===== src/rtl/gps_acq_correlator.sv =====
// gps_acq_correlator: serial code-phase acquisition on a 1-bit received signal.
// Each dwell correlates CODE_LEN enabled samples against the local code and
// I/Q carrier replicas. When a dwell misses the threshold, the replica code is
// slipped by STEP samples. The search stops on detection or after a full sweep.
//
// Ports
//   clk_in, rst_in      clock, asynchronous active-high reset
//   ena_in              sample strobe
//   start_in            one-cycle pulse, starts a search from phase 0
//   abort_in            returns the block to IDLE (wins over start_in)
//   thr_in[15:0]        detection threshold on |I|+|Q|, latched on start
//   sample_in           received 1-bit sample
//   code_in             local replica chip
//   carr_i_in/_q_in     local carrier, in-phase / quadrature
//   code_ena_out        replica code enable (low while slipping), combinational
//   busy_out            search in progress
//   lock_out            threshold crossed
//   fail_out            sweep exhausted without detection
//   code_phase_out      total replica delay applied, in samples
//   peak_out            largest |I|+|Q| seen in this search
//   best_phase_out      phase at which peak_out occurred
module gps_acq_correlator #(
    parameter int unsigned CODE_LEN = 16368,
    parameter int unsigned STEP     = 8,
    parameter int unsigned NB_ACC   = 16
) (
    input  logic        clk_in,
    input  logic        rst_in,
    input  logic        ena_in,
    input  logic        start_in,
    input  logic        abort_in,
    input  logic [15:0] thr_in,
    input  logic        sample_in,
    input  logic        code_in,
    input  logic        carr_i_in,
    input  logic        carr_q_in,
    output logic        code_ena_out,
    output logic        busy_out,
    output logic        lock_out,
    output logic        fail_out,
    output logic [15:0] code_phase_out,
    output logic [15:0] peak_out,
    output logic [15:0] best_phase_out
);

    localparam int unsigned PW = 16;
    localparam int unsigned CW = $clog2(CODE_LEN + 1);
    localparam int unsigned MW = NB_ACC + 1;

    typedef enum logic [2:0] {
        S_IDLE,
        S_INTEG,
        S_EVAL,
        S_SLIP,
        S_LOCKED,
        S_FAIL
    } state_t;

    state_t                    state_q;
    logic signed [NB_ACC-1:0]  acc_i_q;
    logic signed [NB_ACC-1:0]  acc_q_q;
    logic [CW-1:0]             cnt_q;
    logic [PW-1:0]             phase_q;
    logic [PW-1:0]             peak_q;
    logic [PW-1:0]             best_q;
    logic [PW-1:0]             thr_q;
    logic                      busy_q;
    logic                      lock_q;
    logic                      fail_q;

    logic                      flip_i_c;
    logic                      flip_q_c;
    logic [NB_ACC-1:0]         abs_i_c;
    logic [NB_ACC-1:0]         abs_q_c;
    logic [PW-1:0]             mag_c;
    logic [PW:0]               phase_nxt_c;
    logic                      sweep_end_c;
    logic                      dwell_last_c;
    logic                      slip_last_c;

    // Correlator sign: a mismatch between sample and replica subtracts one.
    always_comb begin
        flip_i_c     = sample_in ^ code_in ^ carr_i_in;
        flip_q_c     = sample_in ^ code_in ^ carr_q_in;
        abs_i_c      = acc_i_q[NB_ACC-1] ? NB_ACC'(-acc_i_q) : NB_ACC'(acc_i_q);
        abs_q_c      = acc_q_q[NB_ACC-1] ? NB_ACC'(-acc_q_q) : NB_ACC'(acc_q_q);
        mag_c        = PW'(MW'(abs_i_c) + MW'(abs_q_c));
        phase_nxt_c  = (PW+1)'(phase_q) + (PW+1)'(STEP);
        sweep_end_c  = phase_nxt_c >= (PW+1)'(CODE_LEN);
        dwell_last_c = cnt_q == CW'(CODE_LEN - 1);
        slip_last_c  = cnt_q == CW'(STEP - 1);
    end

    // Search FSM with its datapath and the registered status flags.
    always_ff @(posedge clk_in or posedge rst_in) begin
        if (rst_in) begin
            state_q <= S_IDLE;
            acc_i_q <= '0;
            acc_q_q <= '0;
            cnt_q   <= '0;
            phase_q <= '0;
            peak_q  <= '0;
            best_q  <= '0;
            thr_q   <= '0;
            busy_q  <= 1'b0;
            lock_q  <= 1'b0;
            fail_q  <= 1'b0;
        end else begin
            // Flags trail the state by one cycle, except that abort clears them at once.
            busy_q <= !abort_in && (state_q == S_INTEG || state_q == S_EVAL || state_q == S_SLIP);
            lock_q <= !abort_in && (state_q == S_LOCKED);
            fail_q <= !abort_in && (state_q == S_FAIL);

            if (abort_in) begin
                state_q <= S_IDLE;
            end else begin
                case (state_q)
                    S_IDLE, S_LOCKED, S_FAIL: begin
                        if (start_in) begin
                            thr_q   <= thr_in;
                            phase_q <= '0;
                            peak_q  <= '0;
                            best_q  <= '0;
                            acc_i_q <= '0;
                            acc_q_q <= '0;
                            cnt_q   <= '0;
                            state_q <= S_INTEG;
                        end
                    end
                    S_INTEG: begin
                        if (ena_in) begin
                            acc_i_q <= flip_i_c ? acc_i_q - NB_ACC'(1) : acc_i_q + NB_ACC'(1);
                            acc_q_q <= flip_q_c ? acc_q_q - NB_ACC'(1) : acc_q_q + NB_ACC'(1);
                            if (dwell_last_c) begin
                                cnt_q   <= '0;
                                state_q <= S_EVAL;
                            end else begin
                                cnt_q <= cnt_q + CW'(1);
                            end
                        end
                    end
                    S_EVAL: begin
                        // Strict compare keeps the earliest phase on ties.
                        if (mag_c > peak_q) begin
                            peak_q <= mag_c;
                            best_q <= phase_q;
                        end
                        if (mag_c >= thr_q) begin
                            state_q <= S_LOCKED;
                        end else if (sweep_end_c) begin
                            state_q <= S_FAIL;
                        end else begin
                            phase_q <= phase_nxt_c[PW-1:0];
                            state_q <= S_SLIP;
                        end
                    end
                    S_SLIP: begin
                        // Replica code is frozen here; the discarded samples become the delay.
                        if (ena_in) begin
                            if (slip_last_c) begin
                                cnt_q   <= '0;
                                acc_i_q <= '0;
                                acc_q_q <= '0;
                                state_q <= S_INTEG;
                            end else begin
                                cnt_q <= cnt_q + CW'(1);
                            end
                        end
                    end
                    default: state_q <= S_IDLE;
                endcase
            end
        end
    end

    assign code_ena_out   = ena_in & (state_q != S_SLIP);
    assign busy_out       = busy_q;
    assign lock_out       = lock_q;
    assign fail_out       = fail_q;
    assign code_phase_out = phase_q;
    assign peak_out       = peak_q;
    assign best_phase_out = best_q;

endmodule


===== config.mk =====
export PLATFORM = sky130hd
export DESIGN_NAME = gps_acq_correlator
export DESIGN_NICKNAME = d
export VERILOG_FILES = /design/src/rtl/gps_acq_correlator.sv
export SDC_FILE = /design/constraint.sdc
export NUM_CORES = 1
export LEC_CHECK = 0
export ABC_AREA = 0
export CAP_MARGIN = 20
export CORE_UTILIZATION = 50
export CTS_CLUSTER_SIZE = 10
export DETAILED_ROUTE_END_ITERATION = 10
export GPL_TIMING_DRIVEN = 0
export PLACE_DENSITY = 0.83
export RECOVER_POWER = 100
export SETUP_SLACK_MARGIN = 0.3
export SYNTH_ARGS = -nofsm -noshare
export SYNTH_HDL_FRONTEND = slang
export SYNTH_SLANG_ARGS = --single-unit

===== constraint.sdc =====
create_clock -name clk_in -period 8.8 [get_ports clk_in]
set_input_delay 1.76 -clock clk_in [delete_from_list [all_inputs] [get_ports clk_in]]
set_output_delay 1.76 -clock clk_in [all_outputs]
set_load 0.05 [all_outputs]

# After elaboration in Yosys (flattened, before gate mapping)
# Cells that the tools add are included.
dict set report totals {
  wordCells 97
  regBits 116
  inputBits 25
}
dict set report classes {
  n_reduce_logical 16
  order_cmp 3
  mux 33
  add_sub_neg 9
  bitwise_logic 5
  eq_ne 20
}
# operator n
set op_table {}
lappend op_table {{$mux W16} 13}
lappend op_table {{$pmux W16 S2} 3}
lappend op_table {{$pmux W16 S3} 2}
lappend op_table {{$mux W14} 5}
lappend op_table {{$pmux W14 S3} 1}
lappend op_table {{$add A16 B2 Y16 const B} 2}
lappend op_table {{$neg A16 Y16} 2}
lappend op_table {{$sub A16 B2 Y16 const B} 2}
lappend op_table {{$mux W3} 8}
lappend op_table {{$add A16 B4 Y17 const B} 1}
lappend op_table {{$ge A17 B14 Y1 const B} 1}
lappend op_table {{$add A16 B16 Y16} 1}
lappend op_table {{$ge A16 B16 Y1} 1}
lappend op_table {{$gt A16 B16 Y1} 1}
lappend op_table {{$ne A3 B3 Y1 const B} 5}
lappend op_table {{$reduce_and A5 Y1} 3}
lappend op_table {{$add A14 B1 Y14 const B} 1}
lappend op_table {{$eq A14 B14 Y1 const B} 1}
lappend op_table {{$eq A14 B3 Y1 const B} 1}
lappend op_table {{$ne A2 B2 Y1 const B} 6}
lappend op_table {{$pmux W3 S4} 1}
lappend op_table {{$eq A3 B2 Y1 const B} 2}
lappend op_table {{$eq A3 B3 Y1 const B} 2}
lappend op_table {{$reduce_and A6 Y1} 1}
lappend op_table {{15 further kinds} 20}

# Longest topological paths before layout
dict set report logic_depth {
  word_depth 7
  depth_mapped 25
  depth_no_buf 24
}

# Worst setup path after synthesis
# OpenSTA, ideal clock, no wires.
dict set report synth_path {
  path_kind {reg-to-reg}
  from {register acc_i_q[5]}
  to {register phase_q[13] (netlist: code_phase_out[13])}
  t_required_ns 8.730
  setup_time_ns 0.070
  slack_ns 3.846
  path_stages_with_launch 20
  t_arrival_ns 4.884
  path_buffers 0
  path_cell_list {dfrtp_1 > or3_1 > or3_1 > or4_1 > o21ai_0 > xnor2_1 > ha_1 > a21o_1 > a41oi_1 > o21bai_1 > a21oi_1 > xnor2_1 > ha_1 > and4_1 > o311ai_0 > o211ai_1 > nor4_2 > nand2_1 > or4_1 > nand3_1}
}
dict set report synth_via {
  elab_chain_len 6
}
# element line_no
set synth_rtl {}
lappend synth_rtl {{from (decl)} 60} ;# logic signed [NB_ACC-1:0] acc_i_q;
lappend synth_rtl {{from (signal assigned)} 132} ;# acc_i_q <= flip_i_c ? acc_i_q - NB_ACC'(1) : acc_i_q + NB_ACC'(1);
lappend synth_rtl {{$neg A16 Y16} 85} ;# abs_i_c = acc_i_q[NB_ACC-1] ? NB_ACC'(-acc_i_q) : NB_ACC'(acc_i_q);
lappend synth_rtl {{$mux W16 (*)} 85}
lappend synth_rtl {{$add A16 B16 Y16 (*)} 87} ;# mag_c = PW'(MW'(abs_i_c) + MW'(abs_q_c));
lappend synth_rtl {{$ge A16 B16 Y1 (*)} 148} ;# if (mag_c >= thr_q) begin
lappend synth_rtl {{$ne A2 B2 Y1 (no line) (*)} n/a}
lappend synth_rtl {{$reduce_and A5 Y1 (no line) (*)} n/a}
lappend synth_rtl {{to (signal assigned)} 153} ;# phase_q <= phase_nxt_c[PW-1:0];
lappend synth_rtl {{to (decl)} 63} ;# logic [PW-1:0] phase_q;
# Mark *: on every way between the ends. The rest lies on a longest branch, timed or not.
# A chain may end at the register's enable or synchronous reset.

# Worst setup path after layout
dict set report layout_path {
  from {register acc_q_q[15]}
  to {register phase_q[13] (netlist: code_phase_out[13])}
}
dict set report layout_via {
  elab_chain_len 6
}
# element line_no
set layout_rtl {}
lappend layout_rtl {{from (decl)} 61} ;# logic signed [NB_ACC-1:0] acc_q_q;
lappend layout_rtl {{from (signal assigned)} 133} ;# acc_q_q <= flip_q_c ? acc_q_q - NB_ACC'(1) : acc_q_q + NB_ACC'(1);
lappend layout_rtl {{$neg A16 Y16} 86} ;# abs_q_c = acc_q_q[NB_ACC-1] ? NB_ACC'(-acc_q_q) : NB_ACC'(acc_q_q);
lappend layout_rtl {{$mux W16 (*)} 86}
lappend layout_rtl {{$add A16 B16 Y16 (*)} 87}
lappend layout_rtl {{$ge A16 B16 Y1 (*)} 148}
lappend layout_rtl {{$ne A2 B2 Y1 (no line) (*)} n/a}
lappend layout_rtl {{$reduce_and A5 Y1 (no line) (*)} n/a}
# Marks and branches as above.

==> out/metrics.csv <==
stage,metric,value,unit
run_status,run_status,"finished, violations left",
run_status,violations,"capacitance limit, slew limit",
synthesis,yosys.area_share.adder,13.2,%
min_path,hold_depth,2,
synthesis,synth_xor_area_share,7.83,%
synthesis,yosys-top-cells-area,"dfrtp_1 (35%), ha_1 (12%), o21ai_0 (6.3%)",
drt,via_per_inst,5.69,
finish,final_common_cell,nand2_1,
critical_path,critPathLaunch,acc_q_q[15],
critical_path,cpMaxStageDelayCell,nor4_1,
synthesis,synth-compound-area-share,18.7,%
sta,maxSlewHeadroom,-83.9,%
global_route,grt_pass1_wl,30.8,mm
critical_path,critPathRequiredTime,9.11,ns
drt,drt_iter0_markers,490,
power_and_ir_drop,netSwitchingFraction,49.8,%
sta,post-route-period-util,71.7,%
drt,drt-total-wl,18.8,mm
critical_path,r2r_cells,21,
floorplan,initial_core_util,51.7,%
floorplan,row_count,45,
power_and_ir_drop,p_sw,0.00193,W
sta,grt_setup_unrepaired,false,
floorplan,fp.dieArea,0.0164,mm²
synthesis,synth.ff_latch_count,110,
synthesis,synth_top_family_by_area,compound AO/OA/AOI/OAI gates,
drt,via_count,6908,
synthesis,synth_mux_area_share,2.54,%
synthesis,ys_warn_count,0,
synthesis,synth_area_per_cell,8.70,µm²
sta,final_hold_viol_count,0,
sta,final_max_slew_viol_count,113,
power_and_ir_drop,irDropWorstVdd,0.000199,V
synthesis,synth_top_cell_by_area,dfrtp_1,
global_route,overflow,0,
critical_path,reg2reg_to,code_phase_out[13],
critical_path,r2r-start,acc_q_q[15],
cts,cts_hold_buf,0,
cts,path_clk_slew,0.08,ns
global_route,grt.total_usage,23.7,%
min_path,holdCritStartpoint,best_phase_out[13],
drt,drt.antenna.violating_nets,0,
sta,skew,0.0104,ns
min_path,hp-class,reg -> reg,
cts,cts_buffers,9,
power_and_ir_drop,power.share.clock,11.1,%
floorplan,pin_count,77,
drt,drc,0,
critical_path,path_common_cell,a21oi_1,
synthesis,synth_cells,913,
power_and_ir_drop,intPower,0.00194,W
run,cap_viol_max_count,2,
global_route,grt_max_degree,59,
sta,max_freq,0.158,GHz
global_route,grt_pass1_vias,6309,
finish,drive_above_1_share,5.18,%
power_and_ir_drop,power_leakage,4.27,nW
critical_path,criticalPathCategory,reg -> reg,
floorplan,die_x,128,µm
drt,dr.pass1.iters,5,
placed_design,dp_hpwl,14.3,mm
synthesis,async_flop_share,100,%
power_and_ir_drop,power_density,419,mW/mm²
cts,cts-root-buf,clkbuf_16,
cts,clk_path_buf_depth,2,
finish,multiInputGateArea,0.00484,mm²
cts,postCtsSetupRepairBufs,0,
cts,cts_sinks,110,
synthesis,synth_edf_count,0,
power_and_ir_drop,finalPower,0.00387,W
synthesis,syn-cell-area,0.00795,mm²
floorplan,die_h,128,µm
min_path,min_to,best_phase_out[13],
critical_path,startpoint_type,flip-flop,
global_route,grt_antenna_before_repair,0,
synthesis,synthSimpleGateAreaFrac,18.5,%
finish,nNetsFinal,1106,
sta,worstMarginPinSlew,2.76,ns
critical_path,r2r_setup_slack,2.49,ns
cts,ctsResizeCount,0,
synthesis,synth_top_area_share,34.6,%
cts,clkLatencyLatePin,0.37,ns
cts,cts_tree,built,
power_and_ir_drop,p_seq_share,20.1,%
sta,finalSetupViolCount,0,
finish,num_antenna_cells,0,
finish,area_delta_synth_final,16.1,%
critical_path,crit_arrival,6.62,ns
synthesis,seq_area_frac_synth,34.6,%
power_and_ir_drop,pwr-share-comb,68.7,%
synthesis,ys.flop_type,dfrtp_1,
sta,totalNegativeSetupSlack,0,ns
critical_path,critical_path.max_stage_delay,0.99,ns
sta,fin_crit,6.31,ns
finish,ff_latch_area,0.00275,mm²
critical_path,path_cells,"clkbuf_1, clkbuf_1, o21ai_0, fa_1, a21o_1, a21oi_1, o21ai_0, a41oi_1, a21oi_1, a21oi_1, o21bai_1, xnor2_1, inv_1, ha_1, and4_1, o311ai_0, o211ai_1, nor4_1, nand2_1, or4_1, nand3_1",
drt,wl_per_cell,15.5,µm
finish,final_util,60.0,%
floorplan,coreArea,0.0154,mm²
synthesis,synth_cell_types,63,
placed_design,port_buffers,69,
placed_design,place.gp.congestion,0.845,
critical_path,crit_fanout,10,
critical_path,end_kind,flip-flop,
finish,final_cell_mix,"nand2_1 (121), dfrtp_1 (110), o21ai_0 (101), ha_1 (79), inv_1 (59)",
cts,htree_num_levels,3,
finish,nFillCells,1276,
[cell usage after synthesis (2+ instances only)]
cell and number:
buf_4 6, o22ai_1 3, a31oi_1 9, a22o_1 5
a211o_1 2, inv_1 60, and4_1 3, a21boi_0 3
o311ai_0 2, o21bai_1 4, a32oi_1 2, or4_1 4
o41ai_1 6, xor2_1 21, nand3_1 25, o21a_1 7
nor2_1 42, a211oi_1 6, clkbuf_1 23, mux2_2 17
nor2b_1 16, a21oi_1 44, nor3_1 16, or3_1 11
a21o_1 15, o31ai_1 19, nor4_1 3, a41oi_1 2
or2_2 5, nand2_1 121, o21ai_0 100, ha_1 79
xnor2_1 50, or3_4 2, nand4_1 12, dfrtp_1 110
and3_1 8, o211ai_1 5, and2_1 2, nand2b_1 18
fa_1 3
[flip-flops by register name, summed over array words and instances, names as in the netlist]
register	count
busy_out	1
acc_i_q	16
state_q	3
thr_q	16
peak_out	16
code_phase_out	13
acc_q_q	16
cnt_q	14
lock_out	1
fail_out	1
best_phase_out	13
[how the worst max path moves through the flow]
| stage | to | cells past startpoint |
|---|---|---|
| after floorplan | code_phase_out[13] | 19 |
| after global placement | peak_out[9] | 2 |
| after detailed placement | code_phase_out[13] | 21 |
| after CTS | code_phase_out[13] | 21 |
| after global routing | thr_q[5] | 3 |
| final | code_phase_out[13] | 21 |
[cells by family after synthesis]
| family | after synthesis |
|---|---|
| other | 1 |
| adder cells (fa/ha/maj) | 82 |
| multiplexers | 18 |
| AND/OR/NAND/NOR | 296 |
| XOR/XNOR | 71 |
| flip-flops | 110 |
| buffers and inverters | 92 |
| AO/OA/AOI/OAI | 243 |
[worst max-delay path, delay by kind of cell, from the launching register on]
family                     cells  cell delay, ns
and+or+nand+nor                5            2.05
AOI/OAI and AO/OA             10            1.99
xor gates and xnor gates       1            0.33
adders and majority gates      2            0.77
buffers and inverters          3            0.78
DFF                            1            0.33
[power groups by stage]
stage	clock, W	combinational, W	sequential [W]
2_1_floorplan	0	0.00195	0.000829
3_3_place_gp	0	0.00255	0.000778
3_5_place_dp	0	0.00263	0.000785
4_1_cts	0.000433	0.00266	0.000776
5_1_grt	0.000455	0.00297	0.000796
6_report	0.000431	0.00266	0.000779
[stage by stage]
step / worst slack [ns] / area, µm² / hold slack [ns] / instances
after floorplan: 3.85 / 7970 / 0.468 / 918
after global placement: 2.44 / 8920 / 0.464 / 1198
after detailed placement: 3.05 / 8950 / 0.471 / 1199
after CTS: 3.02 / 9260 / 0.488 / 1215
after global routing: 1.81 / 9220 / 0.513 / 1215
final: 2.49 / 9220 / 0.476 / 1215
[cell type report]
class                      count  area share [%]
buffer                        31            1.52
clock buffer                   9            2.44
clock inverter                 7           0.868
inverter                      61            2.50
multi-input combinational    716            52.4
sequential                   110            29.8
tap                          211            2.86
timing repair buffer          70            7.53
[routing by layer]
layer / global-route usage (%) / vias up / wire length [µm]
li1: - / 3412 / -
met1: 31.4 / 3312 / 8620
met2: 40.1 / 163 / 9150
met3: 2.55 / 21 / 634
met4: 8.93 / 0 / 384
met5: 0 / - / 0
(Power assumes the default switching activity.)
